$ cat src/rtl/fb_pixel_writer.sv
// fb_pixel_writer: stream-to-framebuffer write master. Pixel pairs that share a
// 32-bit word are merged, queued in a small FIFO and written with byte enables.
module fb_pixel_writer #(
  parameter logic [15:0] H_PIXELS     = 16'd800,
  parameter logic [15:0] V_PIXELS     = 16'd600,
  parameter int          FIFO_DEPTH   = 8,
  parameter int          FLUSH_CYCLES = 16
) (
  input  logic        clk,
  input  logic        rst,
  input  logic        start,
  input  logic [31:0] fbAddr,
  input  logic        flush,
  input  logic        pix_valid,
  output logic        pix_ready,
  input  logic [15:0] pix_x,
  input  logic [15:0] pix_y,
  input  logic [15:0] pix_data,
  output logic [31:0] master_address,
  output logic        master_write,
  output logic [31:0] master_writedata,
  output logic [3:0]  master_byteenable,
  input  logic        master_wait_request,
  output logic        busy,
  output logic [15:0] drop_count
);

  localparam int PW = $clog2(FIFO_DEPTH);
  localparam int IW = $clog2(FLUSH_CYCLES);

  typedef enum logic {EMPTY, PEND} state_t;

  state_t      state_q, state_d;
  logic [31:0] base_q;
  logic [31:0] pendAddr_q, pendAddr_d;
  logic [31:0] pendData_q, pendData_d;
  logic [3:0]  pendBe_q, pendBe_d;
  logic [IW-1:0] idle_q, idle_d;
  logic [15:0] dropCnt_q;

  logic [31:0] fifoAddr [FIFO_DEPTH];
  logic [31:0] fifoData [FIFO_DEPTH];
  logic [3:0]  fifoBe   [FIFO_DEPTH];
  logic [PW-1:0] wrPtr_q, rdPtr_q;
  logic [PW:0]   fifoCount_q;

  logic        mWrite_q;
  logic [31:0] mAddr_q, mData_q;
  logic [3:0]  mBe_q;

  logic        startOk, accept, inRange, fifoFull, fifoEmpty, pop, push;
  logic [31:0] baseEff, idx, pixAddr, pixData, mergedData;
  logic [3:0]  pixBe, mergedBe;
  logic [31:0] pushAddr, pushData;
  logic [3:0]  pushBe;

  assign fifoFull  = (fifoCount_q == (PW+1)'(FIFO_DEPTH));
  assign fifoEmpty = (fifoCount_q == '0);
  assign busy      = (state_q == PEND) || !fifoEmpty || mWrite_q;
  assign pix_ready = !rst && !fifoFull && !flush;
  assign accept    = pix_valid && pix_ready;
  assign startOk   = start && !busy;
  assign baseEff   = startOk ? (fbAddr & 32'hFFFF_FFFC) : base_q;
  assign inRange   = (pix_x < H_PIXELS) && (pix_y < V_PIXELS);
  assign idx       = ({16'd0, pix_y} * {16'd0, H_PIXELS}) + {16'd0, pix_x};
  assign pixAddr   = baseEff + ((idx & 32'hFFFF_FFFE) << 1);
  assign pixBe     = pix_x[0] ? 4'b1100 : 4'b0011;
  assign pixData   = pix_x[0] ? {pix_data, 16'd0} : {16'd0, pix_data};
  assign mergedBe  = pendBe_q | pixBe;
  assign mergedData = pix_x[0] ? {pix_data, pendData_q[15:0]}
                               : {pendData_q[31:16], pix_data};
  assign pop       = !fifoEmpty && (!mWrite_q || !master_wait_request);

  // Coalescing decisions: load, merge, or push the pending word into the FIFO
  always_comb begin
    state_d    = state_q;
    pendAddr_d = pendAddr_q;
    pendData_d = pendData_q;
    pendBe_d   = pendBe_q;
    idle_d     = idle_q;
    push       = 1'b0;
    pushAddr   = pendAddr_q;
    pushData   = pendData_q;
    pushBe     = pendBe_q;
    case (state_q)
      EMPTY: begin
        if (accept && inRange) begin
          pendAddr_d = pixAddr;
          pendData_d = pixData;
          pendBe_d   = pixBe;
          idle_d     = '0;
          state_d    = PEND;
        end
      end
      PEND: begin
        if (accept && inRange) begin
          idle_d = '0;
          if (pixAddr == pendAddr_q) begin
            if (mergedBe == 4'hF) begin
              push     = 1'b1;
              pushData = mergedData;
              pushBe   = mergedBe;
              state_d  = EMPTY;
            end else begin
              pendData_d = mergedData;
              pendBe_d   = mergedBe;
            end
          end else begin
            push       = 1'b1;
            pendAddr_d = pixAddr;
            pendData_d = pixData;
            pendBe_d   = pixBe;
          end
        end else if (!fifoFull && (flush || idle_q == IW'(FLUSH_CYCLES - 1))) begin
          push    = 1'b1;
          idle_d  = '0;
          state_d = EMPTY;
        end else if (!accept && idle_q != IW'(FLUSH_CYCLES - 1)) begin
          idle_d = idle_q + 1'b1;
        end
      end
      default: state_d = EMPTY;
    endcase
  end

  // Pending-word state, frame base and drop counter
  always_ff @(posedge clk or posedge rst) begin
    if (rst) begin
      state_q    <= EMPTY;
      pendAddr_q <= '0;
      pendData_q <= '0;
      pendBe_q   <= '0;
      idle_q     <= '0;
      base_q     <= '0;
      dropCnt_q  <= '0;
    end else begin
      state_q    <= state_d;
      pendAddr_q <= pendAddr_d;
      pendData_q <= pendData_d;
      pendBe_q   <= pendBe_d;
      idle_q     <= idle_d;
      base_q     <= baseEff;
      if (accept && !inRange) begin
        if (startOk) dropCnt_q <= 16'd1;
        else if (dropCnt_q != 16'hFFFF) dropCnt_q <= dropCnt_q + 16'd1;
      end else if (startOk) begin
        dropCnt_q <= '0;
      end
    end
  end

  // FIFO storage; contents are meaningless until the pointers say otherwise
  always_ff @(posedge clk) begin
    if (push) begin
      fifoAddr[wrPtr_q] <= pushAddr;
      fifoData[wrPtr_q] <= pushData;
      fifoBe[wrPtr_q]   <= pushBe;
    end
  end

  // FIFO pointers and occupancy
  always_ff @(posedge clk or posedge rst) begin
    if (rst) begin
      wrPtr_q     <= '0;
      rdPtr_q     <= '0;
      fifoCount_q <= '0;
    end else begin
      if (push) wrPtr_q <= wrPtr_q + 1'b1;
      if (pop)  rdPtr_q <= rdPtr_q + 1'b1;
      if (push && !pop)      fifoCount_q <= fifoCount_q + 1'b1;
      else if (!push && pop) fifoCount_q <= fifoCount_q - 1'b1;
    end
  end

  // Avalon write stage: hold the request while stalled, reload on retire
  always_ff @(posedge clk or posedge rst) begin
    if (rst) begin
      mWrite_q <= 1'b0;
      mAddr_q  <= '0;
      mData_q  <= '0;
      mBe_q    <= '0;
    end else if (pop) begin
      mWrite_q <= 1'b1;
      mAddr_q  <= fifoAddr[rdPtr_q];
      mData_q  <= fifoData[rdPtr_q];
      mBe_q    <= fifoBe[rdPtr_q];
    end else if (mWrite_q && !master_wait_request) begin
      mWrite_q <= 1'b0;
    end
  end

  assign master_write      = mWrite_q;
  assign master_address    = mAddr_q;
  assign master_writedata  = mData_q;
  assign master_byteenable = mBe_q;
  assign drop_count        = dropCnt_q;

endmodule
$ cat config.mk
export PLATFORM = sky130hd
export DESIGN_NAME = fb_pixel_writer
export DESIGN_NICKNAME = d
export VERILOG_FILES = /design/src/rtl/fb_pixel_writer.sv
export SDC_FILE = /design/constraint.sdc
export NUM_CORES = 1
export LEC_CHECK = 0
export BUFFER_PORTS_ARGS = -buffer_cell sky130_fd_sc_hd__clkbuf_2
export CAP_MARGIN = 25
export CORE_MARGIN = 1
export CORE_UTILIZATION = 30
export CTS_CLUSTER_DIAMETER = 60
export DETAILED_ROUTE_END_ITERATION = 8
export MAX_ROUTING_LAYER = met4
export PLACE_DENSITY = 0.48
export SLEW_MARGIN = 5
export SYNTH_ARGS = -nofsm -noshare
export SYNTH_HDL_FRONTEND = slang
export SYNTH_SLANG_ARGS = --single-unit
export TNS_END_PERCENT = 100
$ cat constraint.sdc
create_clock -name clk -period 14.5 [get_ports clk]
set_input_delay 0.725 -clock clk [delete_from_list [all_inputs] [get_ports clk]]
set_output_delay 0.725 -clock clk [all_outputs]
set_load 0.03 [all_outputs]
==> metrics.md, run 1 <==
| Metric | Value |
|---|---|
| Largest net degree at the start of global routing | `78` |
| Die area | `112000 sq um` |
| Maximum VDD drop | `115 uV` |
| CP delay by family, top | `simple AND/OR/NAND/NOR gates` |
| Relative slew slack | `31.0%` |
| Area leader, netlist | `edfxtp_1` |
| Final setup fails | `0` |
| Num CTS Buffers | `85` |
| R2r setup slk | `6.93 ns` |
| Status | `finished, final reports clean` |
| Port Buffer Count | `170` |
| P_leak | `15.5 nW` |
| Drt drc | `0` |
| YS warnings | `0` |
| Crit-path max cell delay | `0.89 ns` |
| Clk_lat worst skew | `0.66 ns` |
| Setup bufs post-CTS | `0` |
| Commonest non-fill, non-tap cell in the layout | `edfxtp_1` |
| Worst Setup End Kind | `flop` |
| Top cells by area, synth | `edfxtp_1, dfrtp_1, mux4_2` |
| Synth top area share | `49.0%` |
| Post-synth EDFFs | `544` |
| Pwr/cell area | `195 nW/um^2` |
| Clock transition at the registers of the reported paths | `0.06 ns` |
| Initial Utilization | `30.5%` |
| Skew final | `0.0510 ns` |
| Fin crit period | `8.97 ns` |
| CP max stage cell | `and4b_4` |
| DR WL/cell | `21.3 microns` |
| Sequential area share after synthesis | `64.0%` |
| Overall routing resource usage | `15.1%` |
| DR vias/cell | `4.84` |
| FP Rows | `121` |
| Worst Reg2Reg Path Length in Cells | `17` |
| Final Util | `35.4%` |
| I/O pins | `173` |
| Synth Register Bits | `744` |
| Vias in the first global route | `19.6k` |
| Initial DRC Count | `997` |
| Mapped Area | `33300 sq um` |
| Gr ovfl total | `0` |
| Placer Congestion | `0.838` |
| Ratio of cells with drive above 1 in the final layout | `23.4%` |
| Most used cell, CP | `ha_1` |
| Avg Cell Area, Syn | `15.9 sq um` |
| Post-route ant nets | `0` |
| WL final | `81.7 mm` |
| Max Slew Vio Count | `0` |
| Crit share post-route | `61.9%` |
| Antenna violations before repair | `7` |
| Chip width | `335 microns` |
| Final TNS setup | `0 ns` |
| H-tree depth | `3` |
| Final Hold Viols | `0` |
| Worst slew pin tran | `1.03 ns` |
| Root buffer cell | `clkbuf_16` |
| DP Wirelength | `51.6 mm` |
| TritonRoute pass-1 iters | `7` |
| Netlist cell types | `88` |
| Asr flop ratio synth | `26.9%` |
| First-pass GRT wire length | `124 mm` |
| CP arrival | `9.23 ns` |
| CTS Buffer Depth | `3` |
| Clock sink total | `744` |
| Area Growth Syn to Fin | `16.1%` |
| FMAX | `111 MHz` |
| CP max FO | `35` |
| Layout Nets | `2497` |
| RSZ-0062 raised after global routing | `no` |
| Primary FF master, synth | `edfxtp_1` |
| Core area | `109000 sq um` |
| Reg2reg end | `fifoAddr[6][6]` |
| Die height | `335 microns` |
| Post-cts gate resize count | `0` |
| Reg-to-reg startpoint | `state_q` |
| Commonest non-fill, non-tap cells in the layout | `edfxtp_1, nand2_1, dfrtp_1` |
| CTS tree | `done` |
| MaxCap Viol Count | `0` |
| Vias | `18.6k` |
| # fillers | `10.5k` |
| Crit Path Class | `input pin to flop` |
| Worst hold path class | `input pin to async pin` |
| Hold buffers post-CTS | `0` |
| Crit path buf inv count | `2` |
| Startpoint type of the worst setup path | `input pin` |
| Syn nets | `2306` |
| Mapped Cells | `2099` |
| Worst path required time | `14.76 ns` |
## per-layer routing
metal  GRT usage (%)  vias up  wire, microns
li1                -     8525              -
met1            19.5     9584          36800
met2            24.8      388          39900
met3            2.59      104           3400
met4            3.63        0           1590
met5               -        -              0
## state kept, by name, summed over array words and instances (netlist names), 3 cells and up
name and flops:
pendData_q 32, pendBe_q 4, master_byteenable 4, fifoData 256, fifoCount_q 4, drop_count 16
fifoAddr 256, master_address 32, idle_q 4, fifoBe 32, pendAddr_q 32, master_writedata 32
rdPtr_q 3, base_q 32, wrPtr_q 3
## layout make-up
class | count | area (sq um) | area share, %
antenna | 6 | 15.0 | 0.0388
clock buffer | 106 | 2250 | 5.80
clock inverter | 50 | 519 | 1.34
inverter | 42 | 165 | 0.427
multi-input combinational | 1218 | 11500 | 29.7
sequential | 744 | 21400 | 55.1
tap | 1476 | 1850 | 4.77
timing repair buffer | 199 | 1090 | 2.81
## stage by stage
stage                     setup slack, ns  hold WS [ns]  power (mW)  instance area (sq um)  instances
after detailed placement             4.87         0.464        5.52                  35900       3677
after global placement               4.92         0.463        5.51                  35900       3677
final                                5.53         0.240        7.55                  38700       3841
after CTS                            5.50         0.237        7.66                  38700       3833
after floorplan                     0.646         0.444        4.76                  33300       2099
after global routing                 4.93         0.262        7.98                  38700       3841
## cell usage after synthesis, types with 7 or more instances
| cell | n |
|---|---|
| fa_1 | 14 |
| mux2_4 | 20 |
| xor2_1 | 43 |
| a21o_1 | 29 |
| clkbuf_1 | 53 |
| or3_1 | 7 |
| mux4_2 | 136 |
| a22o_1 | 32 |
| nor3_1 | 18 |
| inv_1 | 41 |
| xnor2_1 | 49 |
| nand2b_1 | 12 |
| buf_1 | 23 |
| buf_2 | 10 |
| and2_1 | 7 |
| o21ai_0 | 95 |
| a21oi_1 | 47 |
| ha_1 | 107 |
| edfxtp_1 | 544 |
| mux2_2 | 27 |
| a31oi_1 | 15 |
| nand3_1 | 40 |
| nand2_1 | 206 |
| nor2_1 | 44 |
| nand4_1 | 12 |
| o211ai_1 | 8 |
| mux2i_1 | 85 |
| dfrtp_1 | 200 |
| xnor3_1 | 11 |
| o21bai_1 | 11 |
| mux2_1 | 13 |
| and3_1 | 19 |
## where the power goes
part | switching [mW] | internal (mW)
Clock | 0.895 | 1.21
Sequential | 0.180 | 2.43
Combinational | 1.71 | 1.12
Total | 2.79 | 4.76
## worst max path at each step
stage	from	to	slack [ns]	cells past startpoint
floorplan	pix_y[2]	fifoAddr[1][0]	0.65	27
CTS	pix_y[2]	fifoAddr[6][6]	5.50	27
global route	pix_y[2]	fifoAddr[5][23]	4.93	27
finish	pix_y[2]	fifoAddr[6][6]	5.53	27
global placement	pix_y[3]	fifoAddr[5][23]	4.92	27
detailed placement	pix_y[2]	fifoAddr[6][9]	4.87	27
## cells by family after synthesis
kind of cell	count (synthesis)	share of synthesized area [%]
AND/OR/NAND/NOR	417	6.21
AO/OA/AOI/OAI	296	6.04
multiplexers	281	14.0
XOR/XNOR	103	3.16
flip-flops	744	64.0
buffers and inverters	137	1.75
adder cells (fa/ha/maj)	121	4.86
Power figures use the tool's default switching activity.
==> run 2: changes to the inputs <==
Settings changed: ABC_AREA set to 1.
Clock period 14.5 ns to 8.7 ns, I/O delays scaled along.
==> metrics.md, run 2 <==
| Metric | Value |
|---|---|
| Status | `finished, final reports clean (unchanged)` |
| Pwr/cell area | `331 nW/um^2 (was 195 nW/um^2)` |
| Post-synth EDFFs | `544 (unchanged)` |
| Synth top cells by count | `nand2_1, edfxtp_1, nor2_1 (was edfxtp_1, nand2_1, dfrtp_1)` |
| DR vias/cell | `4.83 (was 4.84)` |
| DR WL/cell | `19.2 microns (was 21.3 microns)` |
| Vias | `25.3k (was 18.6k)` |
| Area Growth Syn to Fin | `16.0% (was 16.1%)` |
| Crit Path Class | `input pin to flop (unchanged)` |
| Initial Utilization | `30.4% (was 30.5%)` |
| Drt drc | `0 (unchanged)` |
| Max Slew Vio Count | `0 (unchanged)` |
| P_leak | `16.7 nW (was 15.5 nW)` |
| Port Buffer Count | `170 (unchanged)` |
| Largest net degree at the start of global routing | `130 (was 78)` |
| Layout Nets | `3828 (was 2497)` |
| Startpoint type of the worst setup path | `input pin (unchanged)` |
| Vias in the first global route | `24.8k (was 19.6k)` |
| Clock transition at the registers of the reported paths | `0.05 ns (was 0.06 ns)` |
| Fin crit period | `7.37 ns` |
| Setup ws final | `1.33 ns (was 5.53 ns)` |
| Gr ovfl total | `0 (unchanged)` |
| RSZ-0062 raised after global routing | `no (unchanged)` |
| CTS tree | `done (unchanged)` |
| Fin area | `41100 sq um (was 38700 sq um)` |
| Die height | `346 microns (was 335 microns)` |
| Clock power share | `28.8% (was 27.9%)` |
| Final TNS setup | `0 ns (unchanged)` |
| DP Area | `37900 sq um (was 35900 sq um)` |
| Hold slack final | `0.0337 ns (was 0.240 ns)` |
| CP delay by family, top | `simple AND/OR/NAND/NOR gates (unchanged)` |
| Primary FF master, synth | `edfxtp_1 (unchanged)` |
| Skew final | `0.0276 ns (was 0.0510 ns)` |
| Ratio of cells with drive above 1 in the final layout | `11.0% (was 23.4%)` |
| CTS Buffer Depth | `3 (unchanged)` |
| Clock sink total | `744 (unchanged)` |
| Worst Setup End Kind | `flop (unchanged)` |
| Crit path buf inv count | `5 (was 2)` |
| Syn nets | `3702 (was 2306)` |
| Commonest non-fill, non-tap cells in the layout | `nand2_1, edfxtp_1, nor2_1 (was edfxtp_1, nand2_1, dfrtp_1)` |
| YS warnings | `0 (unchanged)` |
| Relative slew slack | `32.4% (was 31.0%)` |
| Placed cell count | `5046 (was 3677)` |
| Most used cell, CP | `nand2_1 (was ha_1)` |
| Worst hold path class | `input pin to flop (was input pin to async pin)` |
| Die area | `120000 sq um (was 112000 sq um)` |
| Top cells by area, synth | `edfxtp_1, dfrtp_1, nand2_1 (was edfxtp_1, dfrtp_1, mux4_2)` |
| Area leader, netlist | `edfxtp_1 (unchanged)` |
| Mapped Cells | `3495 (was 2099)` |
| Seq pwr share | `32.2% (was 34.6%)` |
| Clk_lat worst skew | `0.68 ns (was 0.66 ns)` |
| Post-route ant nets | `0 (unchanged)` |
| MaxCap Viol Count | `0 (unchanged)` |
| Comb pwr share | `39.0% (was 37.5%)` |
| Core area | `117000 sq um (was 109000 sq um)` |
| Maximum VDD drop | `205 uV (was 115 uV)` |
| H-tree depth | `3 (unchanged)` |
| DP Wirelength | `60.3 mm (was 51.6 mm)` |
| Most numerous cell in the Yosys netlist | `nand2_1 (was edfxtp_1)` |
| Netlist cell types | `58 (was 88)` |
| Post-Place Setup Slack | `0.709 ns (was 4.87 ns)` |
| CP arrival | `7.91 ns (was 9.23 ns)` |
| Antenna violations before repair | `4 (was 7)` |
| Cell Count, Final, Fillers Out | `5231 (was 3841)` |
| Post-cts gate resize count | `0 (unchanged)` |
| FP Rows | `125 (was 121)` |
| Placer Congestion | `0.811 (was 0.838)` |
| Mapped Area | `35400 sq um (was 33300 sq um)` |
| FMAX | `136 MHz` |
| Worst slew pin tran | `1.01 ns (was 1.03 ns)` |
| Final setup fails | `0 (unchanged)` |
| CP max stage cell | `fa_1 (was and4b_4)` |
| CP max FO | `6 (was 35)` |
| Root buffer cell | `clkbuf_16 (unchanged)` |
| First-pass GRT wire length | `153 mm (was 124 mm)` |
| Sequential area share after synthesis | `60.2% (was 64.0%)` |
| Psw | `5.58 mW (was 2.79 mW)` |
| Commonest non-fill, non-tap cell in the layout | `nand2_1 (was edfxtp_1)` |
| Crit share post-route | `84.7%` |
| Overall routing resource usage | `17.2% (was 15.1%)` |
| Worst path required time | `9.24 ns (was 14.76 ns)` |
| Largest registers | `fifoAddr: 256 flops, fifoData: 256 flops (unchanged)` |
| Asr flop ratio synth | `26.9% (unchanged)` |
| TritonRoute pass-1 iters | `5 (was 7)` |
| Synth top area share | `46.1% (was 49.0%)` |
| Synth Register Bits | `744 (unchanged)` |
| I/O pins | `173 (unchanged)` |
| WL final | `101 mm (was 81.7 mm)` |
| Switching share of power | `41.0% (was 36.9%)` |
| Final Hold Viols | `0 (unchanged)` |
| Avg Cell Area, Syn | `10.1 sq um (was 15.9 sq um)` |
| Num CTS Buffers | `94 (was 85)` |
| Internal Power | `8.02 mW (was 4.76 mW)` |
| Chip width | `346 microns (was 335 microns)` |
| Initial DRC Count | `1756 (was 997)` |
| Crit-path max cell delay | `0.47 ns (was 0.89 ns)` |
[run 2: cell types whose count changed after synthesis, moves of 40 or more]
| cell | previous run | this run |
|---|---|---|
| o221ai_1 | 3 | 115 |
| nor2_1 | 44 | 369 |
| a21oi_1 | 47 | 93 |
| nand3_1 | 40 | 174 |
| mux2i_1 | 85 | 0 |
| o21ai_0 | 95 | 330 |
| mux4_2 | 136 | 0 |
| inv_1 | 41 | 281 |
| clkbuf_1 | 53 | 140 |
| nand4_1 | 12 | 52 |
| nand2_1 | 206 | 771 |
[run 2: worst paths after layout]
kind                                        end            startpoint  cells after the start  slack (ns)
min in group asynchronous            base_q[17]                   rst                      3        0.49
hold / removal                        base_q[5]             fbAddr[5]                      3        0.03
setup / recovery                 fifoCount_q[3]              pix_y[3]                     48        1.33
hold reg to reg            master_writedata[19]  master_writedata[19]                      2        0.48
max in group asynchronous            rdPtr_q[0]                   rst                      4        6.81
setup reg to reg                 fifoCount_q[3]               state_q                     35        2.48
[run 2: final cells by class]
class / instances / area, sq um
fillers: 11800 / 75600
flip-flops and latches: 744 / 21400
multi-input cells: 2288 / 12300
clock buffers: 115 / 2480
well taps: 1524 / 1910
repair buffers: 205 / 1260
inverters: 288 / 1090
clock inverters: 63 / 676
diodes: 4 / 10.0
[run 2: kinds of logic (layout without fill, tap and decap cells)]
group / count (synthesis) / after routing / synth area share, %
AOI/OAI and AO/OA: 669 / 669 / 11.5
buffers and inverters: 463 / 671 / 5.24
DFF: 744 / 744 / 60.2
other: 0 / 4 / 0
adders and majority gates: 121 / 121 / 4.57
xor gates and xnor gates: 48 / 48 / 1.27
and+or+nand+nor: 1450 / 1450 / 17.2
[run 2: repair_timing]
action,4_1_cts,5_1_grt
hold endpoints to repair,91,0
hold buffers,2,0
buffers inserted,0,0
[run 2: tightest hold or removal path: cells and delay by family]
family                 cells  cell delay, ns
buffers and inverters      1            0.08
AND/OR/NAND/NOR            2            0.13
[run 2: power groups by stage]
stage,Clock (mW),Combinational [mW],Sequential [mW]
global placement,0,5.32,4.46
CTS,4.01,5.37,4.39
finish,3.91,5.30,4.38
detailed placement,0,5.35,4.46
global route,4.15,5.98,4.43
floorplan,0,3.45,4.69
[run 2: through the flow]
step / power [mW] / utilization, %
after floorplan: 8.13 / -
after global placement: 9.77 / 32.5
after detailed placement: 9.80 / 32.5
after CTS: 13.8 / 35.2
after global routing: 14.6 / 35.2
final: 13.6 / 35.2
[run 2: layer usage]
layer / vias up / track usage [%] / part of all wire (%) / wire length [microns]
li1: 12400 / - / - / -
met1: 12200 / 23.1 / 47 / 47000
met2: 524 / 26.9 / 46 / 46700
met3: 129 / 2.68 / 4.8 / 4800
met4: 0 / 4.36 / 2.2 / 2180
met5: - / - / 0 / 0
==> run 3: changes to the inputs <==
Settings changed: PLACE_DENSITY 0.48 to 0.49.
Clock period 8.7 ns to 6.49 ns, I/O delays scaled along.
==> metrics.md, run 3 (same netlist as run 2, synthesis figures left out) <==
| Metric | Value |
|---|---|
| MaxCap Viol Count | `0 (unchanged)` |
| Largest net degree at the start of global routing | `138 (was 130)` |
| Overall routing resource usage | `17.8% (was 17.2%)` |
| FMAX | `165 MHz` |
| CP max stage cell | `fa_1 (unchanged)` |
| # fillers | `11.6k (was 11.8k)` |
| Chip width | `346 microns (unchanged)` |
| Relative slew slack | `29.7% (was 32.4%)` |
| Cell Count, Final, Fillers Out | `5443 (was 5231)` |
| DP Wirelength | `67.9 mm (was 60.3 mm)` |
| Final Hold Viols | `0 (unchanged)` |
| Startpoint type of the worst setup path | `input pin (unchanged)` |
| Area of the multi-input gates | `12800 sq um (was 12300 sq um)` |
| H-tree depth | `3 (unchanged)` |
| I/O pins | `173 (unchanged)` |
| Clock transition at the registers of the reported paths | `0.06 ns (was 0.05 ns)` |
| TritonRoute pass-1 iters | `5 (unchanged)` |
| Crit Path Class | `input pin to flop (unchanged)` |
| CP arrival | `6.57 ns (was 7.91 ns)` |
| CTS tree | `done (unchanged)` |
| Worst Setup End Kind | `flop (unchanged)` |
| Register area | `21400 sq um (unchanged)` |
| Placer Congestion | `0.842 (was 0.811)` |
| Core area | `117000 sq um (unchanged)` |
| Num CTS Buffers | `91 (was 94)` |
| Gr ovfl total | `0 (unchanged)` |
| Die area | `120000 sq um (unchanged)` |
| First-pass GRT wire length | `160 mm (was 153 mm)` |
| Vias | `26.2k (was 25.3k)` |
| Crit path buf inv count | `6 (was 5)` |
| Die height | `346 microns (unchanged)` |
| Initial DRC Count | `1727 (was 1756)` |
| Commonest non-fill, non-tap cell in the layout | `nand2_1 (unchanged)` |
| Fin area | `43500 sq um (was 41100 sq um)` |
| CP max FO | `4 (was 6)` |
| CTS Buffer Depth | `3 (unchanged)` |
| Worst slew pin tran | `1.05 ns (was 1.01 ns)` |
| DR WL/cell | `19.0 microns (was 19.2 microns)` |
| Vias in the first global route | `26.0k (was 24.8k)` |
| Port Buffer Count | `170 (unchanged)` |
| DR vias/cell | `4.81 (was 4.83)` |
| FP Rows | `125 (unchanged)` |
| Status | `finished, final reports clean (unchanged)` |
| Max Slew Vio Count | `0 (unchanged)` |
| Initial Utilization | `30.4% (unchanged)` |
| Clk_lat worst skew | `0.65 ns (was 0.68 ns)` |
| Antenna violations before repair | `4 (unchanged)` |
| WL final | `104 mm (was 101 mm)` |
| Final setup fails | `0 (unchanged)` |
| Pwr/cell area | `437 nW/um^2 (was 331 nW/um^2)` |
| Fin crit period | `6.06 ns` |
| Ratio of cells with drive above 1 in the final layout | `17.6% (was 11.0%)` |
| Worst path required time | `7.00 ns (was 9.24 ns)` |
| Placed cell count | `5238 (was 5046)` |
| Clock sink total | `744 (unchanged)` |
| CP delay by family, top | `adder cells (was simple AND/OR/NAND/NOR gates)` |
| Crit-path max cell delay | `0.55 ns (was 0.47 ns)` |
| Maximum VDD drop | `254 uV (was 205 uV)` |
| Worst hold path class | `input pin to flop (unchanged)` |
| Most used cell, CP | `nand2_1 (unchanged)` |
| DP Area | `39900 sq um (was 37900 sq um)` |
| Post-route ant nets | `0 (unchanged)` |
| P_leak | `17.8 nW (was 16.7 nW)` |
| Commonest non-fill, non-tap cells in the layout | `nand2_1, edfxtp_1, nor2_1 (unchanged)` |
| Hold slack final | `0.0631 ns (was 0.0337 ns)` |
| Drt drc | `0 (unchanged)` |
| Largest registers | `fifoAddr: 256 flops, fifoData: 256 flops (unchanged)` |
| Root buffer cell | `clkbuf_16 (unchanged)` |
| Crit share post-route | `93.4%` |
| Area Growth Syn to Fin | `22.8% (was 16.0%)` |
| Layout Nets | `4050 (was 3828)` |
| Skew final | `0.0337 ns (was 0.0276 ns)` |
==> run 3: cell types whose count changed in the layout (fill, tap and decap cells not counted), sizes merged <==
cell | before | now
clkinv | 42 | 32
clkinvlp | 6 | 4
inv | 294 | 295
dlygate4sd3 | 2 | 27
clkbuf | 285 | 288
bufinv | 9 | 3
buf | 33 | 234
==> run 3: path summary, 6_finish.rpt <==
kind                                 startpoint                   end  slack [ns]  depth (start not counted)
max reg2reg                      fifoCount_q[1]        fifoCount_q[3]        1.38                         33
min reg2reg                master_byteenable[2]  master_byteenable[2]        0.48                          2
min in group asynchronous                   rst        fifoCount_q[2]        0.35                          3
max                                    pix_y[3]        fifoCount_q[3]        0.43                         45
max in group asynchronous                   rst             base_q[3]        4.99                          4
min                                  fbAddr[25]            base_q[25]        0.06                          3
==> run 3: repair_timing <==
action,in CTS,in global routing
buffers inserted,0,5
endpoints found under the hold margin,113,0
gates resized for setup,0,100
hold buffers,27,0
setup endpoints to repair,0,856
==> run 3: final cells by class <==
type | count | share of cell area (%)
diodes | 4 | 0.0230
clock buffers | 119 | 5.66
clock inverters | 46 | 0.831
inverters | 288 | 2.52
multi-input cells | 2288 | 29.3
flip-flops and latches | 744 | 49.1
well taps | 1524 | 4.38
repair buffers | 430 | 8.18
==> run 3: worst min-delay path, delay by kind of cell <==
family / cells / cell delay (ns)
simple gates: 2 / 0.23
buf+inv: 1 / 0.07
==> run 3: per-layer routing <==
| layer | share of wire, % | vias to the layer above | track usage, % |
|---|---|---|---|
| met4 | 2.1 | 0 | 4.65 |
| li1 | - | 12900 | - |
| met3 | 4.1 | 137 | 2.30 |
| met2 | 46 | 500 | 27.6 |
| met5 | 0 | - | - |
| met1 | 48 | 12700 | 24.4 |
==> run 3: stage by stage <==
stage | power (mW) | util [%] | TNS [ns] | setup WS [ns]
3_3_place_gp | 14.0 | 34.2 | -123.28 | -0.458
3_5_place_dp | 14.0 | 34.2 | -154.24 | -0.486
4_1_cts | 18.9 | 36.9 | 0 | 0.165
2_1_floorplan | 11.0 | - | -141.51 | -0.315
5_1_grt | 20.3 | 37.3 | -0.0137 | -0.0137
6_report | 19.0 | 37.3 | 0 | 0.430
==> run 3: report_power, final <==
group | total, mW | switching, mW | internal [mW]
Clock | 4.83 | 2.02 | 2.80
Combinational | 8.23 | 5.27 | 2.97
Sequential | 5.93 | 0.462 | 5.47
Total | 19.0 | 7.75 | 11.2
